<file path="src/rtl/pic_pkg.sv">
// rtl/pic_pkg.sv - PIC10F200 sequencer widths, opcode match tables and state type
package pic_pkg;

  localparam int PC_W = 9;
  localparam int IW   = 12;

  typedef enum logic [1:0] {
    RUN   = 2'd0,
    FLUSH = 2'd1,
    SLEEP = 2'd2
  } seq_state_t;

  // Each opcode is recognised by (ir & MASK) == VAL.
  localparam logic [IW-1:0] OP_GOTO_MASK   = 12'hE00;
  localparam logic [IW-1:0] OP_GOTO        = 12'hA00;
  localparam logic [IW-1:0] OP_CALL_MASK   = 12'hF00;
  localparam logic [IW-1:0] OP_CALL        = 12'h900;
  localparam logic [IW-1:0] OP_RETLW_MASK  = 12'hF00;
  localparam logic [IW-1:0] OP_RETLW       = 12'h800;
  localparam logic [IW-1:0] OP_SLEEP       = 12'h003;
  localparam logic [IW-1:0] OP_FSZ_MASK    = 12'hFC0;
  localparam logic [IW-1:0] OP_DECFSZ      = 12'h2C0;
  localparam logic [IW-1:0] OP_INCFSZ      = 12'h3C0;
  localparam logic [IW-1:0] OP_BTFS_MASK   = 12'hF00;
  localparam logic [IW-1:0] OP_BTFSC       = 12'h600;
  localparam logic [IW-1:0] OP_BTFSS       = 12'h700;

  function automatic logic op_match(input logic [IW-1:0] instr,
                                    input logic [IW-1:0] mask,
                                    input logic [IW-1:0] val);
    return (instr & mask) == val;
  endfunction

  function automatic logic is_skip_op(input logic [IW-1:0] instr);
    return op_match(instr, OP_FSZ_MASK, OP_DECFSZ) ||
           op_match(instr, OP_FSZ_MASK, OP_INCFSZ) ||
           op_match(instr, OP_BTFS_MASK, OP_BTFSC) ||
           op_match(instr, OP_BTFS_MASK, OP_BTFSS);
  endfunction

endpackage

</file>
<file path="src/rtl/hw_stack2.sv">
// rtl/hw_stack2.sv - two-entry hardware return stack with sticky overflow flag
module hw_stack2
  import pic_pkg::*;
(
  input  logic            clk,
  input  logic            rst,
  input  logic            push,
  input  logic            pop,
  input  logic [PC_W-1:0] din,
  output logic [PC_W-1:0] top,
  output logic            ovf
);

  logic [PC_W-1:0] s0_q, s0_d;
  logic [PC_W-1:0] s1_q, s1_d;
  logic [1:0]      depth_q, depth_d;
  logic            ovf_q, ovf_d;

  always_comb begin
    s0_d    = s0_q;
    s1_d    = s1_q;
    depth_d = depth_q;
    ovf_d   = ovf_q;
    if (push) begin
      s1_d = s0_q;
      s0_d = din;
      if (depth_q == 2'd2) ovf_d = 1'b1;
      else                 depth_d = depth_q + 2'd1;
    end else if (pop) begin
      // s1 keeps its value, so an underflowing pop still returns a stale address
      s0_d = s1_q;
      if (depth_q != 2'd0) depth_d = depth_q - 2'd1;
    end
  end

  always_ff @(posedge clk) begin
    if (rst) begin
      s0_q    <= '0;
      s1_q    <= '0;
      depth_q <= 2'd0;
      ovf_q   <= 1'b0;
    end else begin
      s0_q    <= s0_d;
      s1_q    <= s1_d;
      depth_q <= depth_d;
      ovf_q   <= ovf_d;
    end
  end

  assign top = s0_q;
  assign ovf = ovf_q;

endmodule

</file>
<file path="src/rtl/pc_sequencer.sv">
// rtl/pc_sequencer.sv - PIC10F200 instruction-cycle controller driving the PC register
module pc_sequencer
  import pic_pkg::*;
(
  input  logic            clk,
  input  logic            rst,
  input  logic [IW-1:0]   prog_data,
  input  logic [PC_W-1:0] pc_cur,
  input  logic            skip_cond,
  input  logic            pcl_wr,
  input  logic [7:0]      pcl_data,
  input  logic            wake,
  output logic [IW-1:0]   ir,
  output logic            exec_valid,
  output logic            pc_inc,
  output logic            pc_load,
  output logic [PC_W-1:0] pc_mux_in,
  output logic            sleeping,
  output logic            stk_ovf
);

  seq_state_t      state_q, state_d;
  logic [IW-1:0]   ir_q, ir_d;
  logic            push, pop;
  logic [PC_W-1:0] stk_top;

  hw_stack2 u_stack (
    .clk  (clk),
    .rst  (rst),
    .push (push),
    .pop  (pop),
    .din  (pc_cur),
    .top  (stk_top),
    .ovf  (stk_ovf)
  );

  always_comb begin
    state_d    = state_q;
    ir_d       = prog_data;
    exec_valid = 1'b0;
    pc_inc     = 1'b0;
    pc_load    = 1'b0;
    pc_mux_in  = '0;
    sleeping   = 1'b0;
    push       = 1'b0;
    pop        = 1'b0;
    case (state_q)
      FLUSH: begin
        pc_inc  = 1'b1;
        state_d = RUN;
      end
      SLEEP: begin
        // ir holds the word after SLEEP so it executes on the wake cycle
        sleeping = 1'b1;
        ir_d     = ir_q;
        if (wake) state_d = RUN;
      end
      RUN: begin
        exec_valid = 1'b1;
        if (op_match(ir_q, OP_GOTO_MASK, OP_GOTO)) begin
          pc_load   = 1'b1;
          pc_mux_in = ir_q[PC_W-1:0];
          state_d   = FLUSH;
        end else if (op_match(ir_q, OP_CALL_MASK, OP_CALL)) begin
          push      = 1'b1;
          pc_load   = 1'b1;
          pc_mux_in = {1'b0, ir_q[7:0]};
          state_d   = FLUSH;
        end else if (op_match(ir_q, OP_RETLW_MASK, OP_RETLW)) begin
          pop       = 1'b1;
          pc_load   = 1'b1;
          pc_mux_in = stk_top;
          state_d   = FLUSH;
        end else if (ir_q == OP_SLEEP) begin
          state_d = SLEEP;
        end else if (pcl_wr) begin
          pc_load   = 1'b1;
          pc_mux_in = {1'b0, pcl_data};
          state_d   = FLUSH;
        end else if (is_skip_op(ir_q) && skip_cond) begin
          pc_inc  = 1'b1;
          state_d = FLUSH;
        end else begin
          pc_inc = 1'b1;
        end
      end
      default: state_d = FLUSH;
    endcase
  end

  always_ff @(posedge clk) begin
    if (rst) begin
      state_q <= FLUSH;
      ir_q    <= '0;
    end else begin
      state_q <= state_d;
      ir_q    <= ir_d;
    end
  end

  assign ir = ir_q;

endmodule

</file>
<file path="config.mk">
export PLATFORM = sky130hd
export DESIGN_NAME = pc_sequencer
export DESIGN_NICKNAME = d
export VERILOG_FILES = /design/src/rtl/pic_pkg.sv /design/src/rtl/hw_stack2.sv /design/src/rtl/pc_sequencer.sv
export SDC_FILE = /design/constraint.sdc
export NUM_CORES = 1
export LEC_CHECK = 0
export ABC_AREA = 1
export CORE_AREA = 5 5 75 77
export CTS_BUF_LIST = sky130_fd_sc_hd__clkbuf_4 sky130_fd_sc_hd__clkbuf_8 sky130_fd_sc_hd__clkbuf_16
export DETAILED_ROUTE_END_ITERATION = 8
export DIE_AREA = 0 0 80 82
export DONT_BUFFER_PORTS = 1
export GPL_ROUTABILITY_DRIVEN = 0
export HOLD_SLACK_MARGIN = 0.12
export PLACE_DENSITY = 0.62
export SYNTH_ARGS = -nofsm -noshare
export SYNTH_HDL_FRONTEND = slang
export SYNTH_SLANG_ARGS = --single-unit
</file>
<file path="constraint.sdc">
create_clock -name clk -period 3.4 [get_ports clk]
set_input_delay 0.51 -clock clk [delete_from_list [all_inputs] [get_ports clk]]
set_output_delay 0.51 -clock clk [all_outputs]
set_load 0.005 [all_outputs]
</file>
# == Word level (Yosys, flattened, before mapping) ==
# Cells that the tools add are included.
# word_totals
out_inout_bits,26
input_bits,34
register_bits,35
wordCells,74
# classes
reduce_logical,11
mux,41
eq_ne,14
n_addsub,2
# ops
op,n
$mux 9,6
$mux 2,11
$mux 1,20
$mux 8,2
$eq 12x2->1 const B,1
$eq 6x4->1 const B,2
$eq 4x3->1 const B,2
$eq 4x4->1 const B,2
$ne 7x7->1 const B,1
$pmux 2 s3,1
$reduce_bool 2->1,3
$eq 2x2->1 const B,2
$ne 2x2->1 const B,2
$reduce_and 2->1,2
$eq 3x3->1 const B,1
$logic_or 1x1->1,3
$reduce_and 3->1,1
$add 2x1->2 const B,1
$eq 2x1->1 const B,1
$logic_not 2->1,1
$pmux 1 s2,1
$sub 2x1->2 const B,1
$logic_and 1x1->1,1

# == Logic depth before layout (Yosys ltp) ==
# Gate-level depths: netlist of run 1.
# depth
ltp_word,12
mapped_depth,9
ltp_nobuf,9

# == Modules after synthesis ==
# A second synthesis of run 1 with hierarchy kept.
# hier_totals
hier_cells,275
area_unflattened_um2,1840.5
# modules_own_cells
mod,area_each_um2,seq_area_each_um2,n_inst,cells_each
pc_sequencer,964.7,280.3,1,146
hw_stack2,875.8,420.4,1,129

# == Worst setup path after synthesis of run 1 ==
# Ideal clock, no wire load.
# synth_path
path_kind,register -> output
start,register state_q[0]
end,output port pc_inc
path_buffers,1
required_time_ns,2.890
arrival_time_ns,1.143
setup_slack_ns,1.747
path_stages_with_launch,7
cell_sequence,dfxtp_1 > inv_1 > ha_1 > buf_4 > inv_2 > nor3_2 > a21o_1
# synth_via
elab_chain_cells,2
word_cells_on_any_way,3
cone_classes,eq/ne: 1; mux: 1; reduce/logical: 1
# synth_lines
element,line,text
"start, declared",pc_sequencer.sv:22,"seq_state_t state_q, state_d;"
"start signal, assigned",pc_sequencer.sv:96,state_q <= state_d;
$eq 2x1->1 or $logic_not 2->1 (tied branches),pc_sequencer.sv:47,case (state_q)
$pmux 1 s2 (*),pc_sequencer.sv:47,
"end, declared",pc_sequencer.sv:15,"output logic pc_inc,"
# Mark *: on every way between the ends. The rest lies on a longest branch, timed or not.

# == Worst setup path after layout of run 1 ==
# layout_path
start,"register ir_q[10], in the netlist ir[10]"
end,output port pc_mux_in[5]
# layout_via
elab_chain_cells,6
word_cells_on_any_way,9
cone_classes,eq/ne: 4; mux: 5
# layout_lines
element,line,text
"start, declared",pc_sequencer.sv:23,"logic [IW-1:0] ir_q, ir_d;"
"start signal, assigned",pc_sequencer.sv:97,ir_q <= ir_d;
$eq 12x2->1,pc_sequencer.sv:74,end else if (ir_q == OP_SLEEP) begin
$mux 8,pc_sequencer.sv:74,
$mux 9,pc_sequencer.sv:69,"end else if (op_match(ir_q, OP_RETLW_MASK, OP_RETLW)) begin"
$mux 9,pc_sequencer.sv:64,"end else if (op_match(ir_q, OP_CALL_MASK, OP_CALL)) begin"
$mux 9 (*),pc_sequencer.sv:60,"if (op_match(ir_q, OP_GOTO_MASK, OP_GOTO)) begin"
$mux 9 (*),pc_sequencer.sv:47,
"end, declared",pc_sequencer.sv:17,"output logic [PC_W-1:0] pc_mux_in,"
# Marks and branches as above.

==> results.rst, run 1 <==
.. list-table::
   :header-rows: 1

   * - Metric
     - Value
   * - Final Hold Fails
     - 0
   * - Pwr dens
     - between 500 and 600 mW/mm2
   * - Maximum number of pins on one net before global-route repair
     - 25
   * - LEAKAGE
     - 0.000809 uW
   * - Wire per inst
     - 15.8 um
   * - Clock skew
     - 0.00625 ns
   * - GRT Overall Usage
     - 0.160
   * - Type of element launching the critical path
     - register
   * - Xor/xnor cell area share of the yosys netlist
     - 0
   * - Inst Count DP
     - 311
   * - Maximum fanout encountered on the critical timing path
     - 9
   * - Die Ht
     - between 80 and 90 um
   * - Buffers added on ports
     - 0
   * - Status
     - finished clean
   * - Sum Neg Setup Slack
     - 0 ns
   * - Seq cells post-synth
     - 35
   * - CTS-repair resized insts
     - 0
   * - Fill cell total of the finished layout
     - between 500 and 600
   * - Count of final setup violators
     - 0
   * - Largest family of logic cells by synthesized area
     - simple AND/OR/NAND/NOR gates
   * - Mapped Area
     - about 0.0019 mm2
   * - Worst EP required
     - slightly below 3 ns
   * - Cell taking the most area after synthesis
     - dfxtp_1
   * - CP Data Arrival Time
     - around 1.8 ns
   * - Relative slew margins
     - 0.539
   * - Count of final max-slew check failures
     - 0
   * - Post-CTS Setup Bufs
     - 0
   * - Slack of the worst reg-to-reg path
     - 1.40 ns
   * - Yosys synthesis warning count
     - 0
   * - Initial Util
     - 0.375
   * - DRT Wirelength
     - around 5 mm
   * - Startpoint-to-endpoint class of the critical path
     - reg2out
   * - Max Clock Freq
     - between 0.4 and 0.5 GHz
   * - HPWL reported at the end of detailed placement
     - 3.75 mm
   * - Slew at the pin with the worst max-slew slack
     - roughly 0.69 ns
   * - Max capacitance violation total
     - 0
   * - DRT iter0 DRCs
     - 62
   * - Share of post-route cells with drive strength above 1
     - 0.157
   * - Critical path endpoint category
     - output port
   * - Class of the worst hold path
     - in2reg
   * - Layout area overhead
     - 6.95%
   * - Via count of the first global-routing pass
     - 1558
   * - Area used by multi-input combinational logic
     - around 1000 um2
   * - Total clock buffers created by CTS
     - 5
   * - I/O pin count
     - 60
   * - Rows
     - 26
   * - Post-Layout Cell Count
     - 319
   * - Peak supply drop
     - 0.177 mV
   * - Total via count in the routed design
     - 1646
   * - DRC violation count after routing
     - 0
   * - Area fraction in and, or, nand and nor cells after synthesis
     - 0.271
   * - Via density per instance
     - 5.16
   * - Net count after synthesis
     - 288
   * - Area fraction in compound gates after synthesis
     - 0.234
   * - First-pass GRT wire length
     - between 7 and 8 mm
   * - Clock sink total
     - 35
   * - Full die area
     - 0.00656 mm2
   * - Multiplexer share of the synthesized area
     - 0
   * - Time the worst path needs with I/O delays and setup
     - 2.26 ns
   * - Unique cell type count in the Yosys netlist
     - 29
   * - Most frequent cells in the layout
     - nand2_1, dfxtp_1, a21oi_1
   * - Antenna fix cells
     - 0
   * - RSZ-0062 raised after global routing
     - no
   * - Portion of synthesized cell area occupied by the leading cell type
     - 0.378
   * - Antenna violations before repair
     - 0
   * - Later-pin clock latency in the skew report
     - 0.28 ns
   * - Fin nets
     - between 200 and 300
   * - Drt first pass iters
     - 4
   * - Adder-Cell Fraction of Synth Area
     - 0.0203
   * - Number of antenna-violating nets in the routed design
     - 0
   * - Number of hold buffers added after CTS
     - 0
   * - Synth Instances
     - 251
   * - Clock tree from TritonCTS
     - yes
   * - Top post-synthesis cells by area
     - dfxtp_1, nand2_1, a21oi_1
   * - Width of the chip
     - 80 um
   * - Portion of the clock cycle consumed by the worst path in the final layout
     - 0.666
   * - Library cell used as clock root buffer
     - clkbuf_8
   * - Floorplan core area
     - 0.00494 mm2
   * - Total congestion overflow
     - 0
   * - Bufs on Longest Clock Path
     - 2
   * - Register cell area after layout
     - 701 um2
   * - Sequential fraction of the synthesis area
     - 0.378
   * - Most common cell after layout, fill and taps aside
     - nand2_1
   * - Clock-pin slew of the registers on the worst-case setup and hold paths
     - around 0.070 ns
   * - Deepest level of the CTS H-tree
     - 2
   * - Syn_area_per_cell
     - 7.38 um2
-- cell families after synthesis --
| group | after synthesis |
|---|---|
| flip-flops | 35 |
| adder cells (fa/ha/maj) | 3 |
| buffers and inverters | 40 |
| AO/OA/AOI/OAI | 69 |
| AND/OR/NAND/NOR | 104 |
-- flip-flops by register name (all words and copies together), names as in the netlist --
register	count
state_q	2
u_stack.top	9
ir	12
u_stack.ovf	1
u_stack.s1_q	9
u_stack.depth_q	2
-- area by class of cell --
| type | count | share of cell area |
|---|---|---|
| Timing Repair Buffer | 1 | 0.00379 |
| Multi-Input combinational cell | 176 | 0.491 |
| Inverter | 29 | 0.0556 |
| Clock buffer | 8 | 0.0524 |
| Sequential cell | 35 | 0.354 |
| Tap cell | 70 | 0.0442 |
-- metrics by stage --
stage / worst slack (ns) / utilization / hold WS, ns / total power, uW / cell area [um2]
after floorplan: 1.75 / - / 0.440 / 658 / 1850
after global placement: 1.44 / 0.380 / 0.454 / 696 / 1880
after detailed placement: 1.45 / 0.380 / 0.458 / 697 / 1880
after CTS: 1.12 / 0.401 / 0.270 / 1030 / 1980
after global routing: 0.930 / 0.401 / 0.264 / 1090 / 1980
final: 1.14 / 0.401 / 0.280 / 1020 / 1980
-- cells in the mapped netlist --
cell type,instances
nand2_1,50
dfxtp_1,35
a21oi_1,32
inv_1,22
nor2_1,21
nand3_1,18
o21ai_0,13
a21oi_2,7
o211ai_1,7
o221ai_1,7
inv_2,6
clkbuf_1,4
nand2_2,4
buf_6,3
ha_1,3
buf_2,2
nor2_4,2
nor3_2,2
o211ai_2,2
or2_2,2
a21o_1,1
buf_1,1
buf_4,1
clkinv_2,1
nand2_4,1
nand3_2,1
nand3_4,1
nand4_1,1
nor2_8,1
-- critical path, cell delays in order (launching register included) --
cell	delay, ns
dfxtp_1	0.49
inv_1	0.14
nand2_2	0.21
nor2_1	0.12
inv_2	0.13
o221ai_1	0.12
a21oi_1	0.27
-- worst paths after layout --
kind,cells past startpoint,start,to
setup / recovery,6,ir[10],pc_mux_in[5]
hold reg to reg,2,u_stack.s1_q[4],u_stack.s1_q[4]
setup reg to reg,9,state_q[0],u_stack.top[2]
hold / removal,1,rst,u_stack.depth_q[1]
-- routing by layer --
layer	wire length (um)	global-route usage	vias up
met2	2350	0.257	56
li1	-	-	838
met4	107	0.0676	0
met5	0	0	-
met3	539	0.0669	12
met1	2050	0.189	740
-- power by group --
group	leakage, uW	internal [uW]	switching [uW]
logic	0.000468	77.5	146
clock network	0.0000549	193	141
registers	0.000286	436	29.5
total	0.000809	706	316
No activity file was read; power rests on OpenSTA's default activity.
==> run 2: changes to the inputs <==
ABC_AREA = 0   (was 1)
CORE_AREA = 5 5 73 75   (was 5 5 75 77)
DIE_AREA = 0 0 78 80   (was 0 0 80 82)
clock period = 2.35 ns   (was 3.4 ns; I/O delays follow)
==> run 2 against run 1 <==
  * Final area is 1.3% higher
  * Sequential share of layout area fell by 0.44 points
  * Die area fell by 4.9%
  * Clock-buffer cell count shrank 2
  * Critical path depth shrank 1
  * Critical endpoint is now pc_mux_in[6]
  * Highest routed layer unchanged
==> results.rst, run 2 <==
.. list-table::
   :header-rows: 1

   * - Metric
     - Value
   * - Part of the total power dissipated in sequential elements
     - 0.462 (+0.007)
   * - Class of the worst hold path
     - in2reg
   * - Clock-pin slew of the registers on the worst-case setup and hold paths
     - 0.07 ns (about the same)
   * - Buffers added on ports
     - 0 (unchanged)
   * - Clock tree from TritonCTS
     - yes
   * - Deepest level of the CTS H-tree
     - 2 (unchanged)
   * - Portion of total power attributed to combinational logic
     - 0.123 (-0.096)
   * - First-pass GRT wire length
     - 7.78 mm (-2.4%)
   * - Top post-synthesis cells by area
     - dfxtp_1, mux2i_1, nor2_1
   * - Library cell used as clock root buffer
     - clkbuf_8
   * - Post-route worst setup slack
     - 0.189 ns (-0.949 ns)
   * - Mapped Area
     - 0.00178 mm2 (-3.9%)
   * - GRT Overall Usage
     - 0.159 (-0.000877)
   * - Worst reg2reg endpoint
     - u_stack.s1_q[5]
   * - Net count after synthesis
     - 249 (-14%)
   * - Cell taking the most area after synthesis
     - dfxtp_1
   * - Unique cell type count in the Yosys netlist
     - 35 (+21%)
   * - Time the worst path needs with I/O delays and setup
     - 2.16 ns
   * - Max Clock Freq
     - 0.463 GHz
   * - Initial Util
     - 0.387 (+0.0125)
   * - Seq cells post-synth
     - 35 (unchanged)
   * - Portion of synthesized cell area occupied by the leading cell type
     - 0.394 (+0.0154)
   * - Bufs on Longest Clock Path
     - 2 (unchanged)
   * - Later-pin clock latency in the skew report
     - 0.29 ns (about the same)
   * - Total clock buffers created by CTS
     - 5 (unchanged)
   * - Antenna fix cells
     - 0 (unchanged)
   * - Type of element launching the critical path
     - register
   * - I/O pin count
     - 60 (unchanged)
   * - Width of the chip
     - 78 um (-2.5%)
   * - Syn_area_per_cell
     - 8.40 um2 (+14%)
   * - RSZ-0062 raised after global routing
     - no
   * - Clock sink total
     - 35 (unchanged)
   * - Maximum number of pins on one net before global-route repair
     - 23 (-8.0%)
   * - DRT Wirelength
     - 4.78 mm (-5.1%)
   * - Post-Layout Cell Count
     - 273 (-14%)
   * - Inst Count DP
     - 261 (-16%)
   * - Fin nets
     - 255 (-11%)
   * - Share of post-route cells with drive strength above 1
     - 0.110 (-0.0470)
   * - Startpoint of the tightest hold check path
     - rst
   * - Yosys synthesis warning count
     - 0 (unchanged)
   * - Sequential fraction of the synthesis area
     - 0.394 (+0.0154)
   * - Depth of the worst register-to-register path
     - 6 (-3)
   * - Status
     - finished clean
   * - Proportion of synthesized flip-flops having asynchronous set or reset
     - 0 (unchanged)
   * - Cell count of the worst hold path
     - 1 (unchanged)
   * - Startpoint-to-endpoint class of the critical path
     - reg2out
   * - Int Pwr
     - 1040 uW (+47%)
   * - Most common cell after layout, fill and taps aside
     - dfxtp_1
   * - Antenna violations before repair
     - 0 (unchanged)
   * - Final Hold Fails
     - 0 (unchanged)
   * - DRC violation count after routing
     - 0 (unchanged)
   * - Pwr dens
     - 693 mW/mm2 (+34%)
   * - Wire per inst
     - 17.5 um (+11%)
   * - HPWL reported at the end of detailed placement
     - 3.35 mm (-11%)
   * - Fill cell total of the finished layout
     - 466 (-15%)
   * - Synth Instances
     - 212 (-16%)
   * - Hold EP
     - ir[11]
   * - Full die area
     - 0.00624 mm2 (-4.9%)
   * - Number of antenna-violating nets in the routed design
     - 0 (unchanged)
   * - DRT iter0 DRCs
     - 70 (+13%)
   * - Peak supply drop
     - 0.434 mV (+150%)
   * - Net switching share of the total power
     - 0.255 (-0.0542)
   * - Total congestion overflow
     - 0 (unchanged)
   * - Finished Cell Area
     - 0.00201 mm2 (+1.3%)
   * - Floorplan core area
     - 0.00460 mm2 (-7.0%)
   * - Flip-flop count of the largest register after layout
     - 12 (unchanged)
   * - Rows
     - 25 (-3.8%)
   * - Via density per instance
     - 5.60 (+8.5%)
   * - LEAKAGE
     - 0.000678 uW (-16%)
   * - Relative slew margins
     - 0.437 (-0.102)
   * - CP Data Arrival Time
     - 1.81 ns (+0.06 ns)
   * - Die Ht
     - 80 um (-2.4%)
   * - Portion of the clock cycle consumed by the worst path in the final layout
     - 0.920
   * - Maximum fanout encountered on the critical timing path
     - 8 (-1)
   * - Max capacitance violation total
     - 0 (unchanged)
   * - Slack of the worst reg-to-reg path
     - 0.65 ns (-0.75 ns)
   * - Sum Neg Setup Slack
     - 0 ns (unchanged)
   * - EDFF count, synth
     - 0 (unchanged)
   * - Reg2Reg Launch Point
     - ir[9]
   * - Count of final setup violators
     - 0 (unchanged)
   * - Clock skew
     - 0.00653 ns (+0.000274 ns)
   * - Commonest cells post-synth
     - dfxtp_1, nor2_1, nand2_1
   * - Most frequent cells in the layout
     - dfxtp_1, nor2_1, nand2_1
   * - Net switching power
     - 354 uW (+12%)
   * - Ys flop type
     - dfxtp_1
   * - Most common cell in the netlist
     - dfxtp_1
   * - Worst EP required
     - 2.00 ns (-0.89 ns)
   * - Count of final max-slew check failures
     - 0 (unchanged)
   * - Via count of the first global-routing pass
     - 1540 (-1.2%)
   * - Pre-CTS setup slack
     - 0.492 ns (-0.953 ns)
   * - Drt first pass iters
     - 4 (unchanged)
   * - CTS-repair resized insts
     - 0 (unchanged)
   * - Layout area overhead
     - 12.7%
   * - Relative contribution of the clock network to total power
     - 0.415 (+0.089)
   * - Slew at the pin with the worst max-slew slack
     - 0.842 ns (+0.151 ns)
   * - Total via count in the routed design
     - 1528 (-7.2%)
   * - Critical path endpoint category
     - output port
   * - Placed Instance Area
     - 0.00185 mm2 (-1.7%)
==> run 2: what timing repair did <==
item,4_1_cts,5_1_grt
buffers inserted,0,0
hold buffers,4,0
hold endpoints to repair,22,0
endpoints found under the setup margin,0,0
==> run 2: layout make-up <==
class                      instances  area (um2)  share of cell area
sequential                        35         701               0.349
clock inverter                     2        38.8              0.0193
tap                               54        67.6              0.0337
timing repair buffer              13         108              0.0536
clock buffer                       6        82.6              0.0411
multi-input combinational        157         987               0.492
inverter                           6        22.5              0.0112
==> run 2: cells by family (layout without fill, tap and decap cells) <==
| group | count (synthesis) | after routing | synth area share |
|---|---|---|---|
| XOR/XNOR | 1 | 1 | 0.00492 |
| flip-flops | 35 | 35 | 0.394 |
| AO/OA/AOI/OAI | 47 | 47 | 0.174 |
| multiplexers | 24 | 24 | 0.136 |
| AND/OR/NAND/NOR | 82 | 82 | 0.219 |
| adder cells (fa/ha/maj) | 3 | 3 | 0.0211 |
| buffers and inverters | 20 | 27 | 0.0520 |
==> run 2: metal layers <==
layer | GRT usage | wire [um]
met1 | 0.201 | 2100
met2 | 0.248 | 2250
met3 | 0.0564 | 332
met4 | 0.0625 | 98
met5 | 0 | 0
==> run 2: per-stage QoR <==
stage	hold WS, ns	util	power, uW
floorplan	0.436	-	776
global placement	0.427	0.401	811
detailed placement	0.430	0.401	814
CTS	0.122	0.436	1410
global route	0.126	0.436	1460
finish	0.131	0.436	1390
==> run 2: worst max path at each step <==
stage                from  cells after the start  slack (ns)      endpoint
2_1_floorplan  state_q[0]                      7        0.79   u_stack.ovf
3_5_place_dp        ir[3]                      5        0.49  pc_mux_in[6]
6_report            ir[1]                      5        0.19  pc_mux_in[6]
5_1_grt            ir[10]                      5        0.04  pc_mux_in[2]
3_3_place_gp        ir[3]                      5        0.52  pc_mux_in[2]
4_1_cts             ir[3]                      5        0.16  pc_mux_in[6]
==> run 2: power groups by stage <==
stage / clock [uW] / combinational [uW] / sequential [uW]
3_3_place_gp: 0 / 155 / 656
4_1_cts: 594 / 173 / 643
3_5_place_dp: 0 / 157 / 657
5_1_grt: 621 / 190 / 647
2_1_floorplan: 0 / 127 / 648
6_report: 577 / 171 / 643
==> run 2: critical path, cell delays in order, from the launching register on <==
cell	delay, ns
dfxtp_1	0.40
nor4bb_4	0.36
a31oi_1	0.18
o21ai_2	0.35
a311oi_1	0.08
buf_4	0.15
==> run 3: changes to the inputs <==
RECOVER_POWER = 50   (was default)
==> run 3 against run 2 <==
  * Worst hold slack hardly changed
  * Clock power about the same
  * Clock skew about the same
  * Via count rose by 0.33%
  * Register-to-register slack worse by 0.08 ns
  * Sequential share of layout area grew 0.065 points
  * Clock-buffer cell count stayed put
  * Final area shrank 0.19%
  * Maximum frequency hardly changed
  * First-iteration DRC count did not move
  * Critical path type unchanged
  * Critical endpoint unchanged
  * Largest cell class unchanged
  * Highest routed layer unchanged
==> results.rst, run 3 (synthesized netlist as in run 2, its figures left out) <==
.. list-table::
   :header-rows: 1

   * - Metric
     - Value
   * - LEAKAGE
     - 0.000674 uW (-0.63%)
   * - Floorplan core area
     - 0.00460 mm2 (unchanged)
   * - GRT Overall Usage
     - 0.159 (unchanged)
   * - Slew at the pin with the worst max-slew slack
     - 0.964 ns (+0.122 ns)
   * - Layout area overhead
     - 12.5%
   * - Rows
     - 25 (unchanged)
   * - Total via count in the routed design
     - 1533 (+0.33%)
   * - Sum of internal, switching and leakage power
     - 1390 uW (about the same)
   * - Number of antenna-violating nets in the routed design
     - 0 (unchanged)
   * - Peak supply drop
     - 0.434 mV (about the same)
   * - Library cell used as clock root buffer
     - clkbuf_8
   * - RSZ-0062 raised after global routing
     - no
   * - Deepest level of the CTS H-tree
     - 2 (unchanged)
   * - Total clock buffers created by CTS
     - 5 (unchanged)
   * - Final Hold Fails
     - 0 (unchanged)
   * - Bufs on Longest Clock Path
     - 2 (unchanged)
   * - Final standard cell utilization of the core
     - 0.436 (-0.000817)
   * - Count of final max-slew check failures
     - 0 (unchanged)
   * - Most common cell after layout, fill and taps aside
     - dfxtp_1
   * - Wire per inst
     - 17.5 um (about the same)
   * - Status
     - finished clean
   * - Maximum fanout encountered on the critical timing path
     - 8 (unchanged)
   * - Startpoint-to-endpoint class of the critical path
     - reg2out
   * - Clock sink total
     - 35 (unchanged)
   * - Full die area
     - 0.00624 mm2 (unchanged)
   * - Sum Neg Setup Slack
     - 0 ns (unchanged)
   * - Max capacitance violation total
     - 0 (unchanged)
   * - First-pass GRT wire length
     - 7.78 mm (unchanged)
   * - Width of the chip
     - 78 um (unchanged)
   * - Antenna fix cells
     - 0 (unchanged)
   * - Met3 layer wire length in the routed design
     - 332 um (unchanged)
   * - Clock skew
     - 0.00667 ns (+0.000145 ns)
   * - Later-pin clock latency in the skew report
     - 0.29 ns (about the same)
   * - Most frequent cells in the layout
     - dfxtp_1, nor2_1, nand2_1
   * - Relative slew margins
     - 0.357 (-0.0795)
   * - Clock tree from TritonCTS
     - yes
   * - DRC violation count after routing
     - 0 (unchanged)
   * - Maximum number of pins on one net before global-route repair
     - 23 (unchanged)
   * - DRT iter0 DRCs
     - 70 (unchanged)
   * - Type of element launching the critical path
     - register
   * - Pwr dens
     - 694 mW/mm2 (+0.15%)
   * - Via count of the first global-routing pass
     - 1540 (unchanged)
   * - M1 wire length
     - 2.10 mm (+0.14%)
   * - Portion of the clock cycle consumed by the worst path in the final layout
     - 0.920 (about the same)
   * - Clock-pin slew of the registers on the worst-case setup and hold paths
     - 0.07 ns (about the same)
   * - Die Ht
     - 80 um (unchanged)
   * - Drt first pass iters
     - 4 (unchanged)
   * - I/O pin count
     - 60 (unchanged)
   * - Buffers added on ports
     - 0 (unchanged)
   * - Worst EP required
     - 2.00 ns (about the same)
   * - Antenna violations before repair
     - 0 (unchanged)
   * - Flip-flop count of the largest register after layout
     - 12 (unchanged)
   * - CP max stage delay
     - 0.41 ns (about the same)
   * - DRT Wirelength
     - 4.78 mm (about the same)
   * - Class of the worst hold path
     - in2reg
   * - CP Data Arrival Time
     - 1.81 ns (about the same)
   * - Critical path endpoint category
     - output port
   * - Time the worst path needs with I/O delays and setup
     - 2.16 ns (+0.000903 ns)
   * - Via density per instance
     - 5.62 (+0.33%)
   * - Top sig layer
     - met4
   * - Fin nets
     - 255 (unchanged)
   * - Share of post-route cells with drive strength above 1
     - 0.105 (-0.00457)
   * - Total congestion overflow
     - 0 (unchanged)
   * - HPWL reported at the end of detailed placement
     - 3.35 mm (unchanged)
   * - Max Clock Freq
     - 0.462 GHz (about the same)
   * - Routed length on met2
     - 2.25 mm (-0.18%)
   * - Master of the slowest instance on the critical path
     - dfxtp_1
   * - Ordered list of cells on the worst path
     - nor4bb_4 > a31oi_1 > o21ai_2 > a311oi_1 > buf_4
   * - Count of final setup violators
     - 0 (unchanged)
   * - Initial Util
     - 0.387 (unchanged)
==> run 3: cell type report <==
| type | instances | area, um2 |
|---|---|---|
| clock buffer | 6 | 82.6 |
| clock inverter | 2 | 38.8 |
| fill | 468 | 2590 |
| inverter | 6 | 22.5 |
| multi-input combinational | 157 | 987 |
| sequential | 35 | 701 |
| tap | 54 | 67.6 |
| timing repair buffer | 13 | 104 |
==> run 3: report_power, final <==
group          switching, uW  internal, uW  leakage (uW)
Clock                    228           349     0.0000618
Sequential              27.6           615      0.000286
Combinational           98.6          71.7      0.000326
==> run 3: final timing paths <==
path	startpoint	endpoint	slack (ns)	cells after the start
setup / recovery	ir[11]	pc_mux_in[6]	0.19	5
hold / removal	rst	ir[11]	0.13	1
setup reg to reg	state_q[0]	ir[8]	0.57	5
hold reg to reg	u_stack.s1_q[7]	u_stack.s1_q[7]	0.46	2
==> run 3: worst max-delay path, delay by kind of cell (launching register included) <==
family | cells | cell delay (ns)
AOI/OAI and AO/OA | 3 | 0.61
buffers and inverters | 1 | 0.15
DFF | 1 | 0.41
and+or+nand+nor | 1 | 0.36
==> run 3: per-stage QoR <==
step | hold slack, ns | instance area, um2 | setup WS (ns) | instances
floorplan | 0.436 | 1780 | 0.786 | 212
global placement | 0.427 | 1850 | 0.516 | 261
detailed placement | 0.430 | 1850 | 0.492 | 261
CTS | 0.122 | 2010 | 0.161 | 273
global route | 0.126 | 2000 | 0.0378 | 273
finish | 0.131 | 2000 | 0.188 | 273
==> run 3: timing repair <==
item	in CTS	in global routing
resized for setup	0	0
setup endpoints to repair	0	0
setup buffers	0	0
hold endpoints to repair	22	0
hold buffers	4	0
==> run 3: per-layer routing <==
layer  vias to the layer above  global-route usage
li1                        754                   -
met1                       721               0.201
met2                        49               0.248
met3                         9              0.0564
met4                         0              0.0625
met5                         -                   0
